$ cat src/rtl/bootrom_bist_if.sv
// Port bundle between the BIST engine and the dual-port boot/OSD RAM.
// Port 1 is the byte-selectable write port, port 2 the registered read port.
interface bootrom_bist_if #(
   parameter int unsigned ADDR_WIDTH = 13
);
   logic [ADDR_WIDTH-1:0] addr;
   logic [31:0]           d;
   logic                  we;
   logic [3:0]            bytesel;
   logic [ADDR_WIDTH-1:0] addr2;
   logic [31:0]           q2;

   // BIST engine side: drives both ports, receives read data
   modport master (
      output addr, d, we, bytesel, addr2,
      input  q2
   );

   // RAM side
   modport slave (
      input  addr, d, we, bytesel, addr2,
      output q2
   );
endinterface

$ cat src/rtl/bootrom_bist.sv
// Boot/OSD RAM self-test: full-word fill with an address-derived pattern,
// single-lane inverting write pass, then read-back and compare through port 2.
// All outputs are registered; outputs are decoded from the next state so the
// first write appears the cycle after start is accepted.
module bootrom_bist #(
   parameter int unsigned ADDR_WIDTH = 13,
   parameter int unsigned RD_LAT     = 1,
   parameter logic [31:0] SEED       = 32'hAABBCCDD
) (
   input  logic                  clk,
   input  logic                  reset_n,
   input  logic                  start,
   output logic                  busy,
   output logic                  done,
   output logic                  pass,
   output logic [15:0]           err_count,
   output logic [ADDR_WIDTH-1:0] err_addr,
   bootrom_bist_if.master        ram
);

   typedef logic [ADDR_WIDTH-1:0] addr_t;
   localparam addr_t ADDR_MAX  = '1;
   localparam addr_t DRAIN_END = addr_t'(RD_LAT - 1);

   typedef enum logic [2:0] {
      S_IDLE,
      S_FILL,
      S_BYTEWR,
      S_VERIFY,
      S_DRAIN,
      S_DONE
   } state_t;

   // P(a): base pattern
   function automatic logic [31:0] pat(input addr_t a);
      return SEED ^ 32'(a);
   endfunction

   // E(a): pattern with lane a[1:0] inverted
   function automatic logic [31:0] expv(input addr_t a);
      return pat(a) ^ (32'h0000_00FF << {a[1:0], 3'b000});
   endfunction

   state_t        state_q, state_d;
   addr_t         cnt_q, cnt_d;
   logic          start_acc;

   addr_t         addr_q, addr_d;
   logic [31:0]   d_q, d_d;
   logic          we_q, we_d;
   logic [3:0]    bs_q, bs_d;
   addr_t         addr2_q, addr2_d;
   logic          rdv_q, rdv_d;

   logic          busy_q, busy_d;
   logic          done_q, done_d;
   logic          pass_q, pass_d;
   logic [15:0]   errc_q, errc_d;
   addr_t         erra_q, erra_d;

   logic          dl_vld_q  [RD_LAT];
   addr_t         dl_addr_q [RD_LAT];
   logic          mism;

   // Next-state and address/drain counter sequencing
   always_comb begin
      state_d   = state_q;
      cnt_d     = cnt_q;
      start_acc = 1'b0;
      case (state_q)
         S_IDLE, S_DONE: begin
            if (start) begin
               state_d   = S_FILL;
               cnt_d     = '0;
               start_acc = 1'b1;
            end
         end
         S_FILL: begin
            if (cnt_q == ADDR_MAX) begin
               state_d = S_BYTEWR;
               cnt_d   = '0;
            end else begin
               cnt_d = cnt_q + 1'b1;
            end
         end
         S_BYTEWR: begin
            if (cnt_q == ADDR_MAX) begin
               state_d = S_VERIFY;
               cnt_d   = '0;
            end else begin
               cnt_d = cnt_q + 1'b1;
            end
         end
         S_VERIFY: begin
            if (cnt_q == ADDR_MAX) begin
               state_d = S_DRAIN;
               cnt_d   = '0;
            end else begin
               cnt_d = cnt_q + 1'b1;
            end
         end
         S_DRAIN: begin
            if (cnt_q == DRAIN_END) begin
               state_d = S_DONE;
               cnt_d   = '0;
            end else begin
               cnt_d = cnt_q + 1'b1;
            end
         end
         default: begin
            state_d = S_IDLE;
            cnt_d   = '0;
         end
      endcase
   end

   // RAM port values decoded from the upcoming state, then registered
   always_comb begin
      addr_d  = '0;
      d_d     = '0;
      we_d    = 1'b0;
      bs_d    = '0;
      addr2_d = '0;
      rdv_d   = 1'b0;
      case (state_d)
         S_FILL: begin
            addr_d = cnt_d;
            d_d    = pat(cnt_d);
            we_d   = 1'b1;
            bs_d   = 4'b1111;
         end
         S_BYTEWR: begin
            addr_d = cnt_d;
            d_d    = ~pat(cnt_d);
            we_d   = 1'b1;
            bs_d   = 4'b0001 << cnt_d[1:0];
         end
         S_VERIFY: begin
            addr2_d = cnt_d;
            rdv_d   = 1'b1;
         end
         S_DRAIN: begin
            addr2_d = addr2_q;
         end
         default: ;
      endcase
   end

   // Compare returning data and update error status
   always_comb begin
      mism   = dl_vld_q[RD_LAT-1] && (ram.q2 != expv(dl_addr_q[RD_LAT-1]));
      errc_d = errc_q;
      erra_d = erra_q;
      if (start_acc) begin
         errc_d = '0;
         erra_d = '0;
      end else if (mism) begin
         if (errc_q != 16'hFFFF) begin
            errc_d = errc_q + 16'd1;
         end
         if (errc_q == 16'd0) begin
            erra_d = dl_addr_q[RD_LAT-1];
         end
      end
      busy_d = (state_d == S_FILL) || (state_d == S_BYTEWR) ||
               (state_d == S_VERIFY) || (state_d == S_DRAIN);
      done_d = (state_d == S_DONE);
      pass_d = (state_d == S_DONE) && (errc_d == 16'd0);
   end

   // State, port and status registers
   always_ff @(posedge clk) begin
      if (!reset_n) begin
         state_q <= S_IDLE;
         cnt_q   <= '0;
         addr_q  <= '0;
         d_q     <= '0;
         we_q    <= 1'b0;
         bs_q    <= '0;
         addr2_q <= '0;
         rdv_q   <= 1'b0;
         busy_q  <= 1'b0;
         done_q  <= 1'b0;
         pass_q  <= 1'b0;
         errc_q  <= '0;
         erra_q  <= '0;
      end else begin
         state_q <= state_d;
         cnt_q   <= cnt_d;
         addr_q  <= addr_d;
         d_q     <= d_d;
         we_q    <= we_d;
         bs_q    <= bs_d;
         addr2_q <= addr2_d;
         rdv_q   <= rdv_d;
         busy_q  <= busy_d;
         done_q  <= done_d;
         pass_q  <= pass_d;
         errc_q  <= errc_d;
         erra_q  <= erra_d;
      end
   end

   // Read-address delay line: fed from the registered addr2, so its tail
   // lines up with q2 from a registered-output RAM of latency RD_LAT
   always_ff @(posedge clk) begin
      if (!reset_n) begin
         for (int unsigned i = 0; i < RD_LAT; i++) begin
            dl_vld_q[i]  <= 1'b0;
            dl_addr_q[i] <= '0;
         end
      end else begin
         dl_vld_q[0]  <= rdv_q;
         dl_addr_q[0] <= addr2_q;
         for (int unsigned i = 1; i < RD_LAT; i++) begin
            dl_vld_q[i]  <= dl_vld_q[i-1];
            dl_addr_q[i] <= dl_addr_q[i-1];
         end
      end
   end

   assign ram.addr    = addr_q;
   assign ram.d       = d_q;
   assign ram.we      = we_q;
   assign ram.bytesel = bs_q;
   assign ram.addr2   = addr2_q;

   assign busy      = busy_q;
   assign done      = done_q;
   assign pass      = pass_q;
   assign err_count = errc_q;
   assign err_addr  = erra_q;

endmodule

$ cat src/flat_wrapper.sv
// flat-port wrapper written by rule: the top's interface ports become plain ports
module bootrom_bist_flat 
#(
   parameter int unsigned ADDR_WIDTH = 13,
   parameter int unsigned RD_LAT     = 1,
   parameter logic [31:0] SEED       = 32'hAABBCCDD
)
  (clk, reset_n, start, busy, done, pass, err_count, err_addr, ram_addr, ram_d, ram_we, ram_bytesel, ram_addr2, ram_q2);
  bootrom_bist_if #(.ADDR_WIDTH(ADDR_WIDTH)) ram_i ();
  input  logic clk;
  input  logic reset_n;
  input  logic start;
  output logic busy;
  output logic done;
  output logic pass;
  output logic [15:0] err_count;
  output logic [ADDR_WIDTH-1:0] err_addr;
  output wire logic [$bits(ram_i.addr)-1:0] ram_addr;
  output wire logic [$bits(ram_i.d)-1:0] ram_d;
  output wire logic [$bits(ram_i.we)-1:0] ram_we;
  output wire logic [$bits(ram_i.bytesel)-1:0] ram_bytesel;
  output wire logic [$bits(ram_i.addr2)-1:0] ram_addr2;
  input wire logic [$bits(ram_i.q2)-1:0] ram_q2;
  assign ram_addr = ram_i.addr;
  assign ram_d = ram_i.d;
  assign ram_we = ram_i.we;
  assign ram_bytesel = ram_i.bytesel;
  assign ram_addr2 = ram_i.addr2;
  assign ram_i.q2 = ram_q2;
  bootrom_bist #(.ADDR_WIDTH(ADDR_WIDTH), .RD_LAT(RD_LAT), .SEED(SEED)) u_core (.clk(clk), .reset_n(reset_n), .start(start), .busy(busy), .done(done), .pass(pass), .err_count(err_count), .err_addr(err_addr), .ram(ram_i));
endmodule
$ cat config.mk
export PLATFORM = sky130hd
export DESIGN_NAME = bootrom_bist_flat
export DESIGN_NICKNAME = d
export VERILOG_FILES = /design/src/rtl/bootrom_bist_if.sv /design/src/rtl/bootrom_bist.sv /design/src/flat_wrapper.sv
export SDC_FILE = /design/constraint.sdc
export NUM_CORES = 1
export LEC_CHECK = 0
export CELL_PAD_IN_SITES_DETAIL_PLACEMENT = 0
export CELL_PAD_IN_SITES_GLOBAL_PLACEMENT = 1
export CORE_UTILIZATION = 30
export DETAILED_ROUTE_END_ITERATION = 10
export PLACE_DENSITY = 0.68
export SYNTH_ARGS = -nofsm -noshare
export SYNTH_HDL_FRONTEND = slang
export SYNTH_SLANG_ARGS = --single-unit
$ cat constraint.sdc
create_clock -name clk -period 6.81 [get_ports clk]
set_clock_uncertainty 0.2 [all_clocks]
set_input_delay 1.362 -clock clk [delete_from_list [all_inputs] [get_ports clk]]
set_output_delay 1.362 -clock clk [all_outputs]
set_load 0.05 [all_outputs]
==> results of run 1 <==
[worst paths after layout]
check	endpoint	startpoint	cells past startpoint
setup / recovery	u_core.pass$_SDFF_PN0_	ram_q2[30]	11
hold / removal	u_core.dl_vld_q[0]$_DFF_P_	u_core.rdv_q$_SDFF_PN0_	1
setup reg to reg	u_core.pass$_SDFF_PN0_	u_core.err_count[0]$_SDFF_PN0_	9
hold reg to reg	u_core.dl_vld_q[0]$_DFF_P_	u_core.rdv_q$_SDFF_PN0_	1
[worst register-to-register path: stages, from the launching register on]
cell and delay [ns]:
sky130_fd_sc_hd__dfxtp_1 0.46, sky130_fd_sc_hd__ha_1 0.25, sky130_fd_sc_hd__and3_1 0.25, sky130_fd_sc_hd__nand3_1 0.12, sky130_fd_sc_hd__or2_1 0.29, sky130_fd_sc_hd__nor3_1 0.61, sky130_fd_sc_hd__nor2_1 0.33, sky130_fd_sc_hd__mux2_2 0.32
sky130_fd_sc_hd__nand4_1 0.13, sky130_fd_sc_hd__a2111oi_2 0.38
[logic make-up (layout without fill, tap and decap cells)]
family          Yosys count  after routing  share of synthesized area (%)
mux                      29             29                           5.83
compound gates          100            100                           13.6
simple gates            255            255                           26.0
flops                   109            109                           43.6
fa+ha+maj                 4              4                           1.00
buf+inv                  58            162                           5.93
xor+xnor                 23             23                           4.03
[sequential cells by signal (all words and copies together), names as in the netlist, 3 cells and up]
signal	count
u_core.err_count	16
u_core.ram.d	15
u_core.cnt_q	13
u_core.dl_addr_q	13
u_core.err_addr	13
u_core.ram.addr2	13
u_core.ram.addr	13
u_core.ram.bytesel	4
u_core.state_q	3
[cell type report]
type / count / share of cell area (%)
clock buffer: 10 / 3.58
timing repair buffer: 131 / 19.6
multi-input combinational: 411 / 37.9
sequential: 109 / 32.7
inverter: 15 / 0.844
clock inverter: 6 / 1.29
tap: 216 / 4.05
[cell usage in the layout, fill, tap and decap left out, types with 7 or more instances in the layout]
cell,synthesis,final
sky130_fd_sc_hd__clkdlybuf4s50_1,0,129
sky130_fd_sc_hd__dfxtp_1,109,109
sky130_fd_sc_hd__nand2_1,66,66
sky130_fd_sc_hd__nor2_1,53,53
sky130_fd_sc_hd__and2_1,35,35
sky130_fd_sc_hd__mux2i_1,28,28
sky130_fd_sc_hd__o21ai_0,23,23
sky130_fd_sc_hd__nor3_1,19,19
sky130_fd_sc_hd__and3_1,15,15
sky130_fd_sc_hd__nand3_1,14,14
sky130_fd_sc_hd__a21oi_1,14,14
sky130_fd_sc_hd__inv_1,12,12
sky130_fd_sc_hd__xor2_1,12,12
sky130_fd_sc_hd__xnor2_1,11,11
sky130_fd_sc_hd__a22o_1,11,11
sky130_fd_sc_hd__nor2b_1,10,10
sky130_fd_sc_hd__nand2b_1,10,10
sky130_fd_sc_hd__nand4_1,9,9
sky130_fd_sc_hd__clkbuf_16,0,9
sky130_fd_sc_hd__a31oi_1,7,7
sky130_fd_sc_hd__o21ai_1,7,7
[power by group through the flow]
| stage | sequential, mW | combinational, mW | clock (mW) |
|---|---|---|---|
| after floorplan | 0.697 | 0.0738 | 0 |
| after global placement | 0.668 | 0.160 | 0 |
| after detailed placement | 0.668 | 0.159 | 0 |
| after CTS | 0.654 | 0.160 | 0.577 |
| after global routing | 0.655 | 0.169 | 0.603 |
| final | 0.653 | 0.159 | 0.561 |
[routing by layer]
| layer | global-route usage, % | up-vias | part of all wire, % |
|---|---|---|---|
| li1 | - | 2206 | - |
| met1 | 20.6 | 2050 | 46 |
| met2 | 26.2 | 139 | 47 |
| met3 | 3.49 | 12 | 6.2 |
| met4 | 4.39 | 0 | 0.82 |
| met5 | 0 | - | 0 |
[metrics by stage]
step	hold slack, ns	cells	power [mW]
final	0.235	898	1.37
after detailed placement	0.225	882	0.827
after floorplan	0.206	578	0.771
after global placement	0.210	882	0.828
after CTS	0.241	898	1.39
after global routing	0.273	898	1.43
==> qor.json, run 1 <==
{
  "cells_and_area": {
    "final_core_util_pct": 41.5,
    "n_antenna_cell": 0,
    "sequential_cell_area_um2": 2180,
    "num-fill-cells": 1587,
    "final_net_count": 716,
    "layout_area_overhead_pct": 33.4,
    "area_of_the_multi_input_gates_um2": 2530,
    "drive_gt1_share_pct": 4.55,
    "post-route-cell-area_um2": 6670
  },
  "pwr": {
    "netSwitchingFraction_pct": 24.5,
    "p_leak_nw": 2.37,
    "pwr-share-seq_pct": 47.6,
    "netSwitchingPower_mw": 0.337,
    "worst_ir_drop_vdd_uv": 119,
    "power.density_nw_per_um2": 206,
    "pwr-share-clk_pct": 40.8,
    "internal_power_mw": 1.04,
    "comb_power_share_pct": 11.6
  },
  "critical_path": {
    "path_cells": "clkdlybuf4s50_1 -> nor4bb_1 -> nand4_1 -> a221oi_1 -> o2111ai_1 -> o31ai_2 -> buf_4 -> nor2_1 -> mux2_2 -> nand4_1 -> a2111oi_2",
    "worst-path-max-fanout": 12,
    "worst_setup_path_start_kind": "input pin",
    "critical_path.most_common_cell": "sky130_fd_sc_hd__nand4_1",
    "rrSetupSlack_ns": 3.35,
    "cpLargestDelayFamily": "compound AO/OA/AOI/OAI gates",
    "crit_slowest_cell": "sky130_fd_sc_hd__clkdlybuf4s50_1",
    "critical_path.n_buffers_inverters": 2,
    "crit_path_end_kind": "flip-flop",
    "crit_type": "in2reg",
    "worst-endpoint-required_ns": 6.85,
    "timing.critical_path.slowest_cell_delay_ns": 0.50,
    "arrival_ns": 4.31
  },
  "sta": {
    "setup_repair_after_global_routing_missed_its_margin": "no",
    "final_total_negative_setup_slack_ns": 0,
    "hold_violations": 0,
    "worst-slew-pin-transition_ns": 1.06,
    "timing.slew.headroom_pct": 29.0,
    "finalWorstSetupSlack_ns": 2.54,
    "clock.fmax_mhz": 234,
    "finalWorstPathRequiredPeriod_ns": 4.27,
    "slew_viol_final": 0,
    "setup_viol": 0,
    "ratio_of_final_minimum_period_to_clock_period_pct": 62.7
  },
  "floorplan": {
    "die_h_um": 131,
    "core_area_um2": 16100,
    "die_area_um2": 17200,
    "die_w_um": 131,
    "floorplan.io_pins": 130,
    "row_count": 46,
    "start_util_pct": 31.1
  },
  "yosys": {
    "synth_cell_types": 61,
    "area_of_the_mapped_netlist_um2": 5000,
    "synth_common_cells": "sky130_fd_sc_hd__dfxtp_1 (109), sky130_fd_sc_hd__nand2_1 (66), sky130_fd_sc_hd__nor2_1 (53), sky130_fd_sc_hd__and2_1 (35), sky130_fd_sc_hd__mux2i_1 (28)",
    "synth.net_count": 617,
    "sequential_fraction_of_the_synthesis_area_pct": 43.6,
    "netlist_top_cells_area": "sky130_fd_sc_hd__dfxtp_1 (44%), sky130_fd_sc_hd__mux2i_1 (5.6%), sky130_fd_sc_hd__nand2_1 (5.0%)",
    "yosysTopAreaCellShare_pct": 43.6,
    "async_reset_ff_share_pct": 0,
    "most_instantiated_library_cell_after_synthesis": "sky130_fd_sc_hd__dfxtp_1",
    "postSynthAreaPerCell_um2": 8.65,
    "synth_flop_cell": "sky130_fd_sc_hd__dfxtp_1",
    "number_of_flops_mapped_to_enable_cells_by_yosys": 0,
    "ys.warnings.count": 0,
    "ys_seq_elements": 109,
    "synthCells": 578,
    "area_leader_netlist": "sky130_fd_sc_hd__dfxtp_1"
  },
  "clock_network": {
    "clk-insertion-delay-late_ns": 0.34,
    "cts_sinks": 109,
    "cts_tree": "yes",
    "hold_buffers": 0,
    "clock_tree.htree_level_count": 3,
    "cts-buffers-inserted": 9,
    "cts.root.buffer_cell": "sky130_fd_sc_hd__clkbuf_16",
    "cts_buffer_depth": 2,
    "clk_pin_slew_worst_paths_ns": 0.07,
    "cts_resized": 0,
    "post-cts-setup-buffer-count": 0
  },
  "run": {
    "maxCapViolCount": 0
  },
  "placement": {
    "dpl-instance-area_um2": 6340,
    "io_buffer_count": 129,
    "pre_cts_ws_ns": 2.17,
    "place_congestion": 0.848,
    "post-dp-hpwl_mm": 10.3
  },
  "run_status": {
    "status": "finished clean"
  },
  "routing": {
    "dr.pass1.iters": 5,
    "initialDrtViolationCount": 327,
    "drtAntennaViolNets": 0,
    "wirelength_mm": 13.7,
    "drt_drc_violations_left": 0,
    "post_drt_wl_per_cell_um": 15.3,
    "routed_via_density": 4.91,
    "dr_total_vias": 4407
  },
  "grt": {
    "grt_first_pass_wirelength_mm": 20.8,
    "grt_pass1_vias": 3980,
    "global_route.overflow_total": 0,
    "grt_max_degree": 29,
    "groute.usage.overall_pct": 15.8,
    "antenna_found_initial": 0
  },
  "worst_hold_path": {
    "hold_path_class": "reg2reg"
  }
}
(Power assumes the default switching activity.)
==> inputs of run 2 (changes only) <==
--- a/config.mk
+++ b/config.mk
@@ -9,7 +9,7 @@
 export CELL_PAD_IN_SITES_GLOBAL_PLACEMENT = 1
 export CORE_UTILIZATION = 30
 export DETAILED_ROUTE_END_ITERATION = 10
-export PLACE_DENSITY = 0.68
+export PLACE_DENSITY = 0.7
 export SYNTH_ARGS = -nofsm -noshare
 export SYNTH_HDL_FRONTEND = slang
 export SYNTH_SLANG_ARGS = --single-unit
==> constraint.sdc (replaced) <==
create_clock -name clk -period 3.81 [get_ports clk]
set_clock_uncertainty 0.2 [all_clocks]
set_input_delay 0.762 -clock clk [delete_from_list [all_inputs] [get_ports clk]]
set_output_delay 0.762 -clock clk [all_outputs]
set_load 0.05 [all_outputs]
==> run 2 against run 1 <==
  * Design area increased by 0.84%
  * Clock-buffer cell count increased by 2
  * Combinational power increased by 83%
  * Global-route usage increased by 0.51 points
  * First-iteration DRC count increased by 15%
  * Critical endpoint unchanged
  * Largest power group unchanged
==> qor.json, run 2 (same netlist as run 1, synthesis figures left out) <==
{
  "cells_and_area": {
    "final_core_util": {"value": 41.9, "unit": "%", "change": "+0.35 points"},
    "n_antenna_cell": {"value": 0, "change": "unchanged"},
    "flip_flop_count_of_the_largest_register_all_copies_and_words_added": {"value": 16, "change": "unchanged"},
    "layout_area_overhead_pct": 34.5,
    "post-route-cell-area": {"value": 6730, "unit": "µm²", "change": "+0.84%"},
    "final_net_count": {"value": 726, "change": "+1.4%"},
    "mostFrequentLayoutCells": "sky130_fd_sc_hd__clkdlybuf4s50_1 (129), sky130_fd_sc_hd__dfxtp_1 (109), sky130_fd_sc_hd__nand2_1 (66)",
    "final_common_cell": "sky130_fd_sc_hd__clkdlybuf4s50_1",
    "drive_gt1_share": {"value": 5.64, "unit": "%", "change": "+1.1 points"}
  },
  "pwr": {
    "p_leak": {"value": 2.41, "unit": "nW", "change": "+1.6%"},
    "power.density": {"value": 357, "unit": "nW/µm²", "change": "+73%"},
    "worst_ir_drop_vdd": {"value": 215, "unit": "µV", "change": "+81%"}
  },
  "routing": {
    "dr.pass1.iters": {"value": 4, "change": "-1"},
    "drtAntennaViolNets": {"value": 0, "change": "unchanged"},
    "drt_drc_violations_left": {"value": 0, "change": "unchanged"},
    "post_drt_wl_per_cell": {"value": 15.2, "unit": "µm", "change": "-0.41%"},
    "routed_via_density": {"value": 4.90, "change": "-0.14%"},
    "initialDrtViolationCount": {"value": 376, "change": "+15%"},
    "wirelength": {"value": 13.8, "unit": "mm", "change": "+0.70%"},
    "dr_total_vias": {"value": 4450, "change": "+0.98%"}
  },
  "floorplan": {
    "row_count": {"value": 46, "change": "unchanged"},
    "die_h": {"value": 131, "unit": "µm", "change": "unchanged"},
    "die_area": {"value": 17200, "unit": "µm²", "change": "unchanged"},
    "die_w": {"value": 131, "unit": "µm", "change": "unchanged"},
    "core_area": {"value": 16100, "unit": "µm²", "change": "unchanged"},
    "start_util": {"value": 31.1, "unit": "%", "change": "unchanged"},
    "floorplan.io_pins": {"value": 130, "change": "unchanged"}
  },
  "sta": {
    "clock.fmax_mhz": 284,
    "setup_repair_after_global_routing_missed_its_margin": "no",
    "timing.slew.headroom": {"value": 51.6, "unit": "%", "change": "+23 points"},
    "finalWorstPathRequiredPeriod_ns": 3.52,
    "ratio_of_final_minimum_period_to_clock_period_pct": 92.3,
    "worst-slew-pin-transition": {"value": 0.720, "unit": "ns", "change": "-0.337 ns"},
    "setup_viol": {"value": 0, "change": "unchanged"},
    "finalWorstSetupSlack": {"value": 0.294, "unit": "ns", "change": "-2.24 ns"},
    "hold_violations": {"value": 0, "change": "unchanged"},
    "slew_viol_final": {"value": 0, "change": "unchanged"}
  },
  "clock_network": {
    "cts_sinks": {"value": 109, "change": "unchanged"},
    "clock_tree.htree_level_count": {"value": 3, "change": "unchanged"},
    "hold_buffers": {"value": 0, "change": "unchanged"},
    "cts-buffers-inserted": {"value": 9, "change": "unchanged"},
    "post-cts-setup-buffer-count": {"value": 0, "change": "unchanged"},
    "cts_tree": "yes",
    "cts.root.buffer_cell": "sky130_fd_sc_hd__clkbuf_16",
    "cts_resized": {"value": 0, "change": "unchanged"},
    "clk-insertion-delay-late": {"value": 0.35, "unit": "ns", "change": "about the same"},
    "clk_pin_slew_worst_paths": {"value": 0.06, "unit": "ns", "change": "about the same"},
    "cts_buffer_depth": {"value": 2, "change": "unchanged"}
  },
  "grt": {
    "antenna_found_initial": {"value": 0, "change": "unchanged"},
    "grt_max_degree": {"value": 20, "change": "-31%"},
    "grt_pass1_vias": {"value": 4319, "change": "+8.5%"},
    "groute.usage.overall": {"value": 16.3, "unit": "%", "change": "+0.51 points"},
    "grt_first_pass_wirelength": {"value": 21.8, "unit": "mm", "change": "+4.6%"},
    "global_route.overflow_total": {"value": 0, "change": "unchanged"}
  },
  "placement": {
    "post-dp-hpwl": {"value": 10.4, "unit": "mm", "change": "+1.2%"},
    "io_buffer_count": {"value": 129, "change": "unchanged"},
    "pre_cts_ws": {"value": -0.0362, "unit": "ns", "change": "-2.21 ns"},
    "dpl-instance-area": {"value": 6430, "unit": "µm²", "change": "+1.4%"},
    "place_congestion": {"value": 0.918, "change": "+8.2%"}
  },
  "critical_path": {
    "timing.critical_path.from": "ram_q2[30]",
    "worst-path-max-fanout": {"value": 12, "change": "unchanged"},
    "worst_setup_path_start_kind": "input pin",
    "arrival": {"value": 3.56, "unit": "ns", "change": "-0.75 ns"},
    "crit_type": "in2reg",
    "worst-endpoint-required": {"value": 3.85, "unit": "ns", "change": "-3.00 ns"},
    "timing.rr.start": "u_core.dl_addr_q[0][1]$_SDFF_PN0_",
    "crit_path_end_kind": "flip-flop"
  },
  "worst_hold_path": {
    "hold_path_class": "reg2reg",
    "hp-start": "u_core.rdv_q$_SDFF_PN0_"
  },
  "run": {
    "maxCapViolCount": {"value": 0, "change": "unchanged"}
  },
  "run_status": {
    "status": "finished clean"
  }
}
run 2: final timing paths:
path	endpoint	cells past startpoint	slack [ns]
worst max-delay path	u_core.pass$_SDFF_PN0_	11	0.29
worst max register to register	u_core.pass$_SDFF_PN0_	10	0.54
worst min register to register	u_core.dl_vld_q[0]$_DFF_P_	1	0.22
worst min-delay path	u_core.dl_vld_q[0]$_DFF_P_	1	0.22
run 2: per-stage QoR:
step	setup TNS [ns]	power, mW	cells	hold WS, ns
2_1_floorplan	0	1.38	578	0.206
3_3_place_gp	-0.00169	1.49	892	0.212
3_5_place_dp	-0.0362	1.49	892	0.211
4_1_cts	0	2.43	908	0.226
5_1_grt	0	2.50	908	0.253
6_report	0	2.40	908	0.224
run 2: per-layer routing:
layer  vias up  GRT usage [%]  part of all wire (%)
li1       2221              -                     -
met5         -              0                     0
met1      2085           20.4                    46
met2       125           27.6                    47
met3        19           3.69                   5.2
met4         0           5.54                   1.8
run 2: critical path: stages:
cell,delay [ns]
sky130_fd_sc_hd__clkdlybuf4s50_1,0.48
sky130_fd_sc_hd__nor4bb_1,0.32
sky130_fd_sc_hd__nand4_1,0.13
sky130_fd_sc_hd__a221oi_1,0.28
sky130_fd_sc_hd__o2111ai_1,0.18
sky130_fd_sc_hd__o31ai_2,0.39
sky130_fd_sc_hd__buf_12,0.19
sky130_fd_sc_hd__nor2_1,0.06
sky130_fd_sc_hd__mux2_2,0.26
sky130_fd_sc_hd__nand4_1,0.12
sky130_fd_sc_hd__a2111oi_2,0.36
run 2: cell type report:
class | count | area, µm²
tap | 216 | 270
inverter | 15 | 56.3
clock inverter | 4 | 47.5
clock buffer | 12 | 246
timing repair buffer | 141 | 1390
fill | 1568 | 9330
sequential | 109 | 2180
multi-input combinational | 411 | 2530
run 2: power breakdown:
group | switching (mW) | internal [mW] | leakage, nW | total [mW]
registers | 0.0125 | 1.16 | 0.882 | 1.17
clock network | 0.413 | 0.526 | 0.143 | 0.939
logic | 0.180 | 0.111 | 1.39 | 0.291
total | 0.605 | 1.79 | 2.41 | 2.40
